**config.mk**
```make
export PLATFORM = sky130hd
export DESIGN_NAME = score_mux_flat
export DESIGN_NICKNAME = d
export VERILOG_FILES = /design/src/rtl/score_mux_if.sv /design/src/rtl/score_mux.sv /design/src/flat_wrapper.sv
export SDC_FILE = /design/constraint.sdc
export NUM_CORES = 1
export LEC_CHECK = 0
export CORE_AREA = 2 2 39 41
export CTS_CLUSTER_DIAMETER = 30
export DETAILED_ROUTE_END_ITERATION = 10
export DIE_AREA = 0 0 41 43
export PLACE_DENSITY = 0.74
export SLEW_MARGIN = 25
export SYNTH_ARGS = -nofsm -noshare
export SYNTH_HDL_FRONTEND = slang
export SYNTH_SLANG_ARGS = --single-unit
```
**constraint.sdc**
```tcl
create_clock -name clk -period 2.1 [get_ports clk]
set_input_delay 0.63 -clock clk [delete_from_list [all_inputs] [get_ports clk]]
set_output_delay 0.63 -clock clk [all_outputs]
set_load 0.05 [all_outputs]
```
**src/rtl/score_mux_if.sv**
```systemverilog
`default_nettype none
// ============================================================================
// Module   : score_mux_if
// Purpose  : Bundles the score inputs and display outputs of score_mux.
//            The master side (game logic / board model) drives digits and
//            observes the display pins. The slave side (score_mux) samples
//            digits and drives the display pins.
// Signals  : digits [4*NUM_DIGITS] packed BCD scores, digit k in [4k+3:4k]
//            seg    [7]            segments {g,f,e,d,c,b,a}, active-high
//            an     [NUM_DIGITS]   one-hot digit enable, active-high
//            frame  [1]            pulse at the first cycle of digit 0's slot
// Revision : 1.0 - initial release
// ============================================================================
interface score_mux_if #(
    parameter int NUM_DIGITS = 2
);
    logic [4*NUM_DIGITS-1:0] digits;
    logic [6:0]              seg;
    logic [NUM_DIGITS-1:0]   an;
    logic                    frame;

    modport master (output digits, input seg, input an, input frame);
    modport slave  (input digits, output seg, output an, output frame);
endinterface
`default_nettype wire

```
**src/rtl/score_mux.sv**
```systemverilog
`default_nettype none
// ============================================================================
// Module   : score_mux
// Purpose  : Time-multiplexed seven-segment driver for the score display.
//            Cycles through NUM_DIGITS BCD digits. Each digit owns a slot of
//            SLOT_CYCLES clocks, and the first DEAD_CYCLES of every slot are
//            blanked to stop ghosting. All outputs come from flops.
// Ports    : clk      system clock
//            reset_n  asynchronous active-low reset
//            bus      score_mux_if.slave (digits in; seg, an, frame out)
// Options  : SCORE_MUX_BLINK_EN - when defined, any digit >= WIN_SCORE
//            (game over) blanks the whole display while the MSB of a
//            free-running BLINK_WIDTH-bit counter is 0.
// Revision : 1.0 - initial release
// ============================================================================
module score_mux #(
    parameter int NUM_DIGITS  = 2,
    parameter int SLOT_CYCLES = 1,
    parameter int DEAD_CYCLES = 0,
    parameter int BLINK_WIDTH = 10,
    parameter int WIN_SCORE   = 9
) (
    input  wire logic   clk,
    input  wire logic   reset_n,
    score_mux_if.slave  bus
);
    localparam int SC_W  = (SLOT_CYCLES > 1) ? $clog2(SLOT_CYCLES) : 1;
    localparam int IDX_W = (NUM_DIGITS  > 1) ? $clog2(NUM_DIGITS)  : 1;
    localparam logic [SC_W-1:0]  SC_LAST  = SC_W'(SLOT_CYCLES - 1);
    localparam logic [IDX_W-1:0] IDX_LAST = IDX_W'(NUM_DIGITS - 1);

    logic [SC_W-1:0]       sc;
    logic [IDX_W-1:0]      idx;
    logic [3:0]            cur_val;
    logic [NUM_DIGITS-1:0] an_hot;
    logic                  dead;
    logic                  blink_off;
    logic                  blanked;
    logic [6:0]            seg_q;
    logic [NUM_DIGITS-1:0] an_q;
    logic                  frame_q;

    function automatic logic [6:0] seg_decode(input logic [3:0] v);
        logic [6:0] s;
        case (v)
            4'd0:    s = 7'b0111111;
            4'd1:    s = 7'b0000110;
            4'd2:    s = 7'b1011011;
            4'd3:    s = 7'b1001111;
            4'd4:    s = 7'b1100110;
            4'd5:    s = 7'b1101101;
            4'd6:    s = 7'b1111101;
            4'd7:    s = 7'b0000111;
            4'd8:    s = 7'b1111111;
            4'd9:    s = 7'b1101111;
            default: s = 7'b1000000;   // non-BCD shows a dash
        endcase
        return s;
    endfunction

    // Slot counter and digit index
    always_ff @(posedge clk or negedge reset_n) begin
        if (!reset_n) begin
            sc  <= '0;
            idx <= '0;
        end else if (sc == SC_LAST) begin
            sc  <= '0;
            idx <= (idx == IDX_LAST) ? '0 : idx + 1'b1;
        end else begin
            sc  <= sc + 1'b1;
        end
    end

    // Select the current digit and build its enable. A compare loop keeps
    // indexing in range even when NUM_DIGITS is not a power of two.
    always_comb begin
        cur_val = 4'd0;
        an_hot  = '0;
        for (int k = 0; k < NUM_DIGITS; k++) begin
            if (idx == IDX_W'(k)) begin
                cur_val   = bus.digits[4*k +: 4];
                an_hot[k] = 1'b1;
            end
        end
    end

    generate
        if (DEAD_CYCLES > 0) begin : g_dead
            assign dead = (sc < SC_W'(DEAD_CYCLES));
        end else begin : g_no_dead
            assign dead = 1'b0;
        end
    endgenerate

`ifdef SCORE_MUX_BLINK_EN
    logic [BLINK_WIDTH-1:0] bc;
    logic                   game_over;

    always_ff @(posedge clk or negedge reset_n) begin
        if (!reset_n) begin
            bc <= '0;
        end else begin
            bc <= bc + BLINK_WIDTH'(1);
        end
    end

    always_comb begin
        game_over = 1'b0;
        for (int k = 0; k < NUM_DIGITS; k++) begin
            if (int'(bus.digits[4*k +: 4]) >= WIN_SCORE) begin
                game_over = 1'b1;
            end
        end
    end

    // Off half of the blink period: the MSB low blanks the display
    assign blink_off = game_over & ~bc[BLINK_WIDTH-1];
`else
    assign blink_off = 1'b0;
`endif

    assign blanked = dead | blink_off;

    // Output registers. The frame pulse ignores blanking so that the refresh
    // timing stays visible during dead time and blinking.
    always_ff @(posedge clk or negedge reset_n) begin
        if (!reset_n) begin
            seg_q   <= '0;
            an_q    <= '0;
            frame_q <= 1'b0;
        end else begin
            if (blanked) begin
                seg_q <= '0;
                an_q  <= '0;
            end else begin
                seg_q <= seg_decode(cur_val);
                an_q  <= an_hot;
            end
            frame_q <= (sc == '0) && (idx == '0);
        end
    end

    assign bus.seg   = seg_q;
    assign bus.an    = an_q;
    assign bus.frame = frame_q;
endmodule
`default_nettype wire

```
**src/flat_wrapper.sv**
```systemverilog
// flat-port wrapper written by rule: the top's interface ports become plain ports
module score_mux_flat 
#(
    parameter int NUM_DIGITS  = 2,
    parameter int SLOT_CYCLES = 1,
    parameter int DEAD_CYCLES = 0,
    parameter int BLINK_WIDTH = 10,
    parameter int WIN_SCORE   = 9
)
  (clk, reset_n, bus_digits, bus_seg, bus_an, bus_frame);
  score_mux_if #(.NUM_DIGITS(NUM_DIGITS)) bus_i ();
  input  wire logic clk;
  input  wire logic reset_n;
  input wire logic [$bits(bus_i.digits)-1:0] bus_digits;
  output wire logic [$bits(bus_i.seg)-1:0] bus_seg;
  output wire logic [$bits(bus_i.an)-1:0] bus_an;
  output wire logic [$bits(bus_i.frame)-1:0] bus_frame;
  assign bus_i.digits = bus_digits;
  assign bus_seg = bus_i.seg;
  assign bus_an = bus_i.an;
  assign bus_frame = bus_i.frame;
  score_mux #(.NUM_DIGITS(NUM_DIGITS), .SLOT_CYCLES(SLOT_CYCLES), .DEAD_CYCLES(DEAD_CYCLES), .BLINK_WIDTH(BLINK_WIDTH), .WIN_SCORE(WIN_SCORE)) u_core (.clk(clk), .reset_n(reset_n), .bus(bus_i));
endmodule
```
==> results of run 1 <==
-- where the power goes --
| part | switching [W] | internal, W | leakage [nW] |
|---|---|---|---|
| Combinational | 0.0000726 | 0.0000519 | 0.257 |
| Sequential | 0.00000242 | 0.000184 | 0.106 |
| Clock | 0.0000542 | 0.0000728 | 0.0150 |
-- registers in the layout (all words and copies together) (netlist names) --
name and cells:
u_core.bus.seg 7, u_core.bus.an 2
-- kinds of logic (layout without fill, tap and decap cells) --
family                     Yosys count  count (layout)  share of synthesized area
buffers and inverters                7              31                    0.08653
and+or+nand+nor                      6               6                    0.05289
DFF                                  9               9                     0.4327
muxes                                9               9                     0.2091
AOI/OAI and AO/OA                    7               7                    0.07451
adders and majority gates            6               6                     0.1442
-- stage by stage --
stage	std cells	cell area, um2
finish	84	772.0
global route	84	772.0
CTS	84	772.0
detailed placement	80	745.7
global placement	80	745.7
floorplan	44	520.5
-- Yosys cell counts --
cell	count	area share
a21oi_1	1	0.0096
a31oi_1	1	0.012
nand2_1	3	0.022
buf_4	1	0.014
mux2i_1	5	0.096
buf_6	2	0.043
mux2_2	2	0.043
mux2i_4	1	0.043
nand2b_1	1	0.012
o21ai_0	2	0.019
dfrtp_1	9	0.43
mux2i_2	1	0.026
nand3_1	2	0.019
o22ai_1	2	0.024
inv_1	4	0.029
o21ai_1	1	0.0096
ha_1	6	0.14
-- placed cells by master, fill, tap and decap left out --
cell type	count
a21oi_1	1
a31oi_1	1
buf_12	2
buf_4	6
clkbuf_1	1
clkbuf_4	3
clkdlybuf4s50_1	15
dfrtp_1	9
ha_1	6
inv_1	4
mux2_2	2
mux2i_1	5
mux2i_2	1
mux2i_4	1
nand2_1	3
nand2b_1	1
nand3_1	2
o21ai_0	2
o21ai_1	1
o22ai_1	2
-- per-layer routing --
metal / track usage / part of all wire / vias to the layer above
met5: 0 / 0 / -
li1: - / - / 195
met4: 0.1267 / 0.018 / 0
met1: 0.1457 / 0.40 / 170
met2: 0.1656 / 0.50 / 14
met3: 0.01571 / 0.083 / 2
-- layout make-up --
type,instances,share of cell area
Clock buffer,4,0.03404
Inverter,4,0.01945
Multi-Input combinational cell,28,0.3241
Sequential cell,9,0.2917
Tap cell,16,0.02593
Timing Repair Buffer,23,0.3047
-- path summary, 6_finish.rpt --
kind,start,end
max,u_core.bus.seg[6],bus_seg[6]
min,u_core.bus.an[0],u_core.bus.an[0]
max reg2reg,u_core.bus.an[0],u_core.bus.seg[6]
min reg2reg,u_core.bus.an[0],u_core.bus.an[0]
max in group asynchronous,reset_n,u_core.bus.seg[2]
min in group asynchronous,reset_n,u_core.bus.an[1]
==> results.yml, run 1 <==
outcome:
  status: "finished clean"
finish:
  nets: 85
  multiInputGateArea_um2: 250.2
  n_antenna_cell: 0
  fin_util: 0.5579
  seq_area_um2: 225.2
  drive_above_1_share: 0.2206
  fillers: 129
  area_growth_pct: 48.32
global_routing:
  grt_pass1_wl_um: 1400
  grtUsageTotal: 0.1206
  grt_overflow: 0
  grt_pass1_vias: 331
  antenna_found_initial: 0
  grt_max_degree: 12
floorplanning:
  die_area_um2: 1763
  core_um2: 1384
  io_pins: 20
  die_y_um: 43
  rows: 14
  die_w_um: 41
  start_util: 0.3761
timing:
  worst_pin_slew_ps: 489.9
  period_share: 0.9512
  maxSlewHeadroom: 0.6724
  fin_tns_setup_ps: 0
  hold_violations: 0
  final.setup.worst_slack_ps: 102.5
  whs_ps: 589.2
  rsz0062_at_grt: "no"
  fin_skew_ps: 1.187
  setup_viol: 0
  slew_viol_final: 0
  fin_crit_ps: 1998
  fmax_mhz: 500.6
cts:
  cts_resized: 0
  clkSinkCount: 9
  ctsLongestPathBuffers: 2
  hold_buffers: 0
  cts_tree: "done"
  htreeDepth: 1
  cts-root-buf: "clkbuf_4"
  insertion_delay_ps: 250
  cts_setup_buffers: 0
  cts_made_buffers: 3
  cts.clk_slew.worst_paths_ps: 60
detailed_routing:
  drt_iter0_drc: 2
  post_drt_wl_per_cell_um: 9.940
  drt-pass1-iter-count: 3
  wl_um: 835
  drc: 0
  num_vias: 381
  antenna_left: 0
  via_per_inst: 4.536
placed_design:
  portBuffers: 19
  hpwl_um: 678.5
  post-place-ws_ps: 113.9
  gp_congestion: 0.8181
setup_path:
  crit_chain: "clkdlybuf4s50_1"
  cp.required_ps: 1470
  crit_family: "buffers and inverters"
  crit_slowest_cell: "clkdlybuf4s50_1"
  crit_path_max_fanout: 1
  reg2reg_depth: 4
  slowest_delay_ps: 790
  cp_num_buf_inv: 1
  cp-end-kind: "primary output"
  crit_type: "register to primary output"
  reg2reg_setup_slack_ps: 500
  arrival_ps: 1370
  crit_cells: 1
  start_kind: "register"
min_path:
  hold_depth: 1
  hp-class: "register to register"
logic_synthesis:
  syn_inst: 44
  synth-seq-area-share: 0.4327
  synth_nets: 60
  yosysWarnings: 0
  syn_avg_cell_area_um2: 11.83
  syn_area_um2: 520.5
  ys_types: 17
  ys_seq_elements: 9
power_and_ir_drop:
  vdd_ir_drop_max_mv: 0.1685
  power_density_nw_per_um2: 567.7
  leakage_nw: 0.3784
  total_power_w: 0.0004383
run:
  drv_cap: 0
Power figures use the tool's default switching activity.
==> run 2, diff against run 1 <==
--- a/config.mk
+++ b/config.mk
@@ -5,11 +5,12 @@
 export SDC_FILE = /design/constraint.sdc
 export NUM_CORES = 1
 export LEC_CHECK = 0
-export CORE_AREA = 2 2 39 41
+export CORE_AREA = 5 5 42 44
 export CTS_CLUSTER_DIAMETER = 30
 export DETAILED_ROUTE_END_ITERATION = 10
-export DIE_AREA = 0 0 41 43
+export DIE_AREA = 0 0 47 49
 export PLACE_DENSITY = 0.74
+export RECOVER_POWER = 50
 export SLEW_MARGIN = 25
 export SYNTH_ARGS = -nofsm -noshare
 export SYNTH_HDL_FRONTEND = slang
==> run 2 against run 1 <==
  * Cell count grew 1.2%
  * Register-to-register slack lost 210 ps
  * Sequential share of layout area grew 0.38 points
  * Utilization shrank 1.4 points
  * Flip-flop and latch count is the same
  * Worst hold slack gained 140 ps
  * Critical path depth is the same
  * Clock-buffer cell count is the same
  * Fmax shrank 0.36%
  * Sequential power is essentially flat
  * Routed wire length grew 5.4%
  * Highest routed layer unchanged
==> results.yml, run 2 (synthesis gave the netlist of run 1 again) <==
outcome:
  status: "finished clean"
finish:
  nets: 86
  n_antenna_cell: 0
  final_common_cell: "clkdlybuf4s50_1"
  area_growth_pct: 46.39
  largest_reg_flops: 7
  drive_above_1_share: 0.1884
  final_cell_mix: "13 x clkdlybuf4s50_1, 9 x dfrtp_1, 6 x ha_1"
timing:
  fin_tns_setup_ps: 0
  slew_viol_final: 0
  period_share: 0.9546
  rsz0062_at_grt: "no"
  hold_violations: 0
  final.setup.worst_slack_ps: 95.25
  worst_pin_slew_ps: 598.4
  maxSlewHeadroom: 0.6028
  setup_viol: 0
  fmax_mhz: 498.8
  fin_crit_ps: 2005
  fin_skew_ps: 1.089
setup_path:
  arrival_ps: 1370
  crit_type: "register to primary output"
  crit_slowest_cell: "clkdlybuf4s50_1"
  start_kind: "register"
  crit_family: "buffers and inverters"
  crit_path_max_fanout: 1
  crit_chain: "clkdlybuf4s50_1"
  cp_num_buf_inv: 1
  reg2reg_setup_slack_ps: 290
  r2r-start: "u_core.bus.an[0]"
  rr_endpoint: "u_core.bus.seg[6]"
  reg2reg_depth: 4
  cp-end-kind: "primary output"
  slowest_delay_ps: 800
  cp.required_ps: 1470
detailed_routing:
  wl_um: 880
  drt-pass1-iter-count: 2
  drc: 0
  drt_iter0_drc: 3
  num_vias: 383
  post_drt_wl_per_cell_um: 10.35
  antenna_left: 0
  via_per_inst: 4.506
global_routing:
  grt_pass1_vias: 339
  grt_overflow: 0
  grt_max_degree: 12
  grtUsageTotal: 0.08754
  grt_pass1_wl_um: 1373
  antenna_found_initial: 0
power_and_ir_drop:
  leakage_nw: 0.3699
  vdd_ir_drop_max_mv: 0.2137
  power_density_nw_per_um2: 567.9
placed_design:
  portBuffers: 19
  post-place-ws_ps: 107.5
  gp_congestion: 0.7167
  hpwl_um: 766.1
floorplanning:
  rows: 14
  io_pins: 20
  core_um2: 1401
  die_y_um: 49
  start_util: 0.3714
  die_w_um: 47
  die_area_um2: 2303
cts:
  clkSinkCount: 9
  ctsLongestPathBuffers: 2
  cts_setup_buffers: 0
  htreeDepth: 1
  cts.clk_slew.worst_paths_ps: 60
  hold_buffers: 0
  insertion_delay_ps: 250
  cts_tree: "done"
  cts_made_buffers: 3
  cts_resized: 0
  cts-root-buf: "clkbuf_4"
run:
  drv_cap: 0
min_path:
  hp-class: "primary input to asynchronous set/reset pin"
==> run 2: stage by stage <==
| stage | cell area [um2] | total power, W | hold WS (ps) | utilization | std cells |
|---|---|---|---|---|---|
| global placement | 750.7 | 0.0003149 | 732.9 | 0.5357 | 81 |
| floorplan | 520.5 | 0.0002646 | 334.4 | - | 44 |
| global route | 762.0 | 0.0004566 | 770.4 | 0.5438 | 85 |
| detailed placement | 750.7 | 0.0003172 | 730.8 | 0.5357 | 81 |
| CTS | 777.0 | 0.0004435 | 673.3 | 0.5545 | 85 |
| finish | 762.0 | 0.0004327 | 727.3 | 0.5438 | 85 |
==> run 2: power by group <==
| group | internal, W | switching [W] | leakage [nW] |
|---|---|---|---|
| Sequential | 0.000184 | 0.00000243 | 0.106 |
| Combinational | 0.0000486 | 0.0000728 | 0.249 |
| Clock | 0.0000727 | 0.0000517 | 0.0150 |
| Total | 0.000306 | 0.000127 | 0.370 |
==> run 2: worst max-delay path by stage <==
stage                          start                 to  slack, ps  cells past startpoint
global route        u_core.bus.an[1]          bus_an[1]         40                      1
finish              u_core.bus.an[1]          bus_an[1]        100                      1
global placement       bus_digits[1]  u_core.bus.seg[6]        150                      6
CTS                 u_core.bus.an[1]          bus_an[1]         70                      1
detailed placement     bus_digits[1]  u_core.bus.seg[6]        110                      6
floorplan           u_core.bus.an[0]  u_core.bus.seg[6]        160                      6
==> run 2: cell type report <==
class / instances / area [um2]
flip-flops and latches: 9 / 225.2
well taps: 16 / 20.02
fillers: 144 / 639.4
multi-input cells: 28 / 250.2
repair buffers: 24 / 225.2
inverters: 4 / 15.01
clock buffers: 4 / 26.28
==> run 2: layer usage <==
layer / vias to the layer above / part of all wire / GRT usage
met3: 2 / 0.094 / 0.01107
met2: 17 / 0.48 / 0.1357
met4: 0 / 0.031 / 0.09677
li1: 198 / - / -
met1: 166 / 0.39 / 0.08864
met5: - / 0 / 0
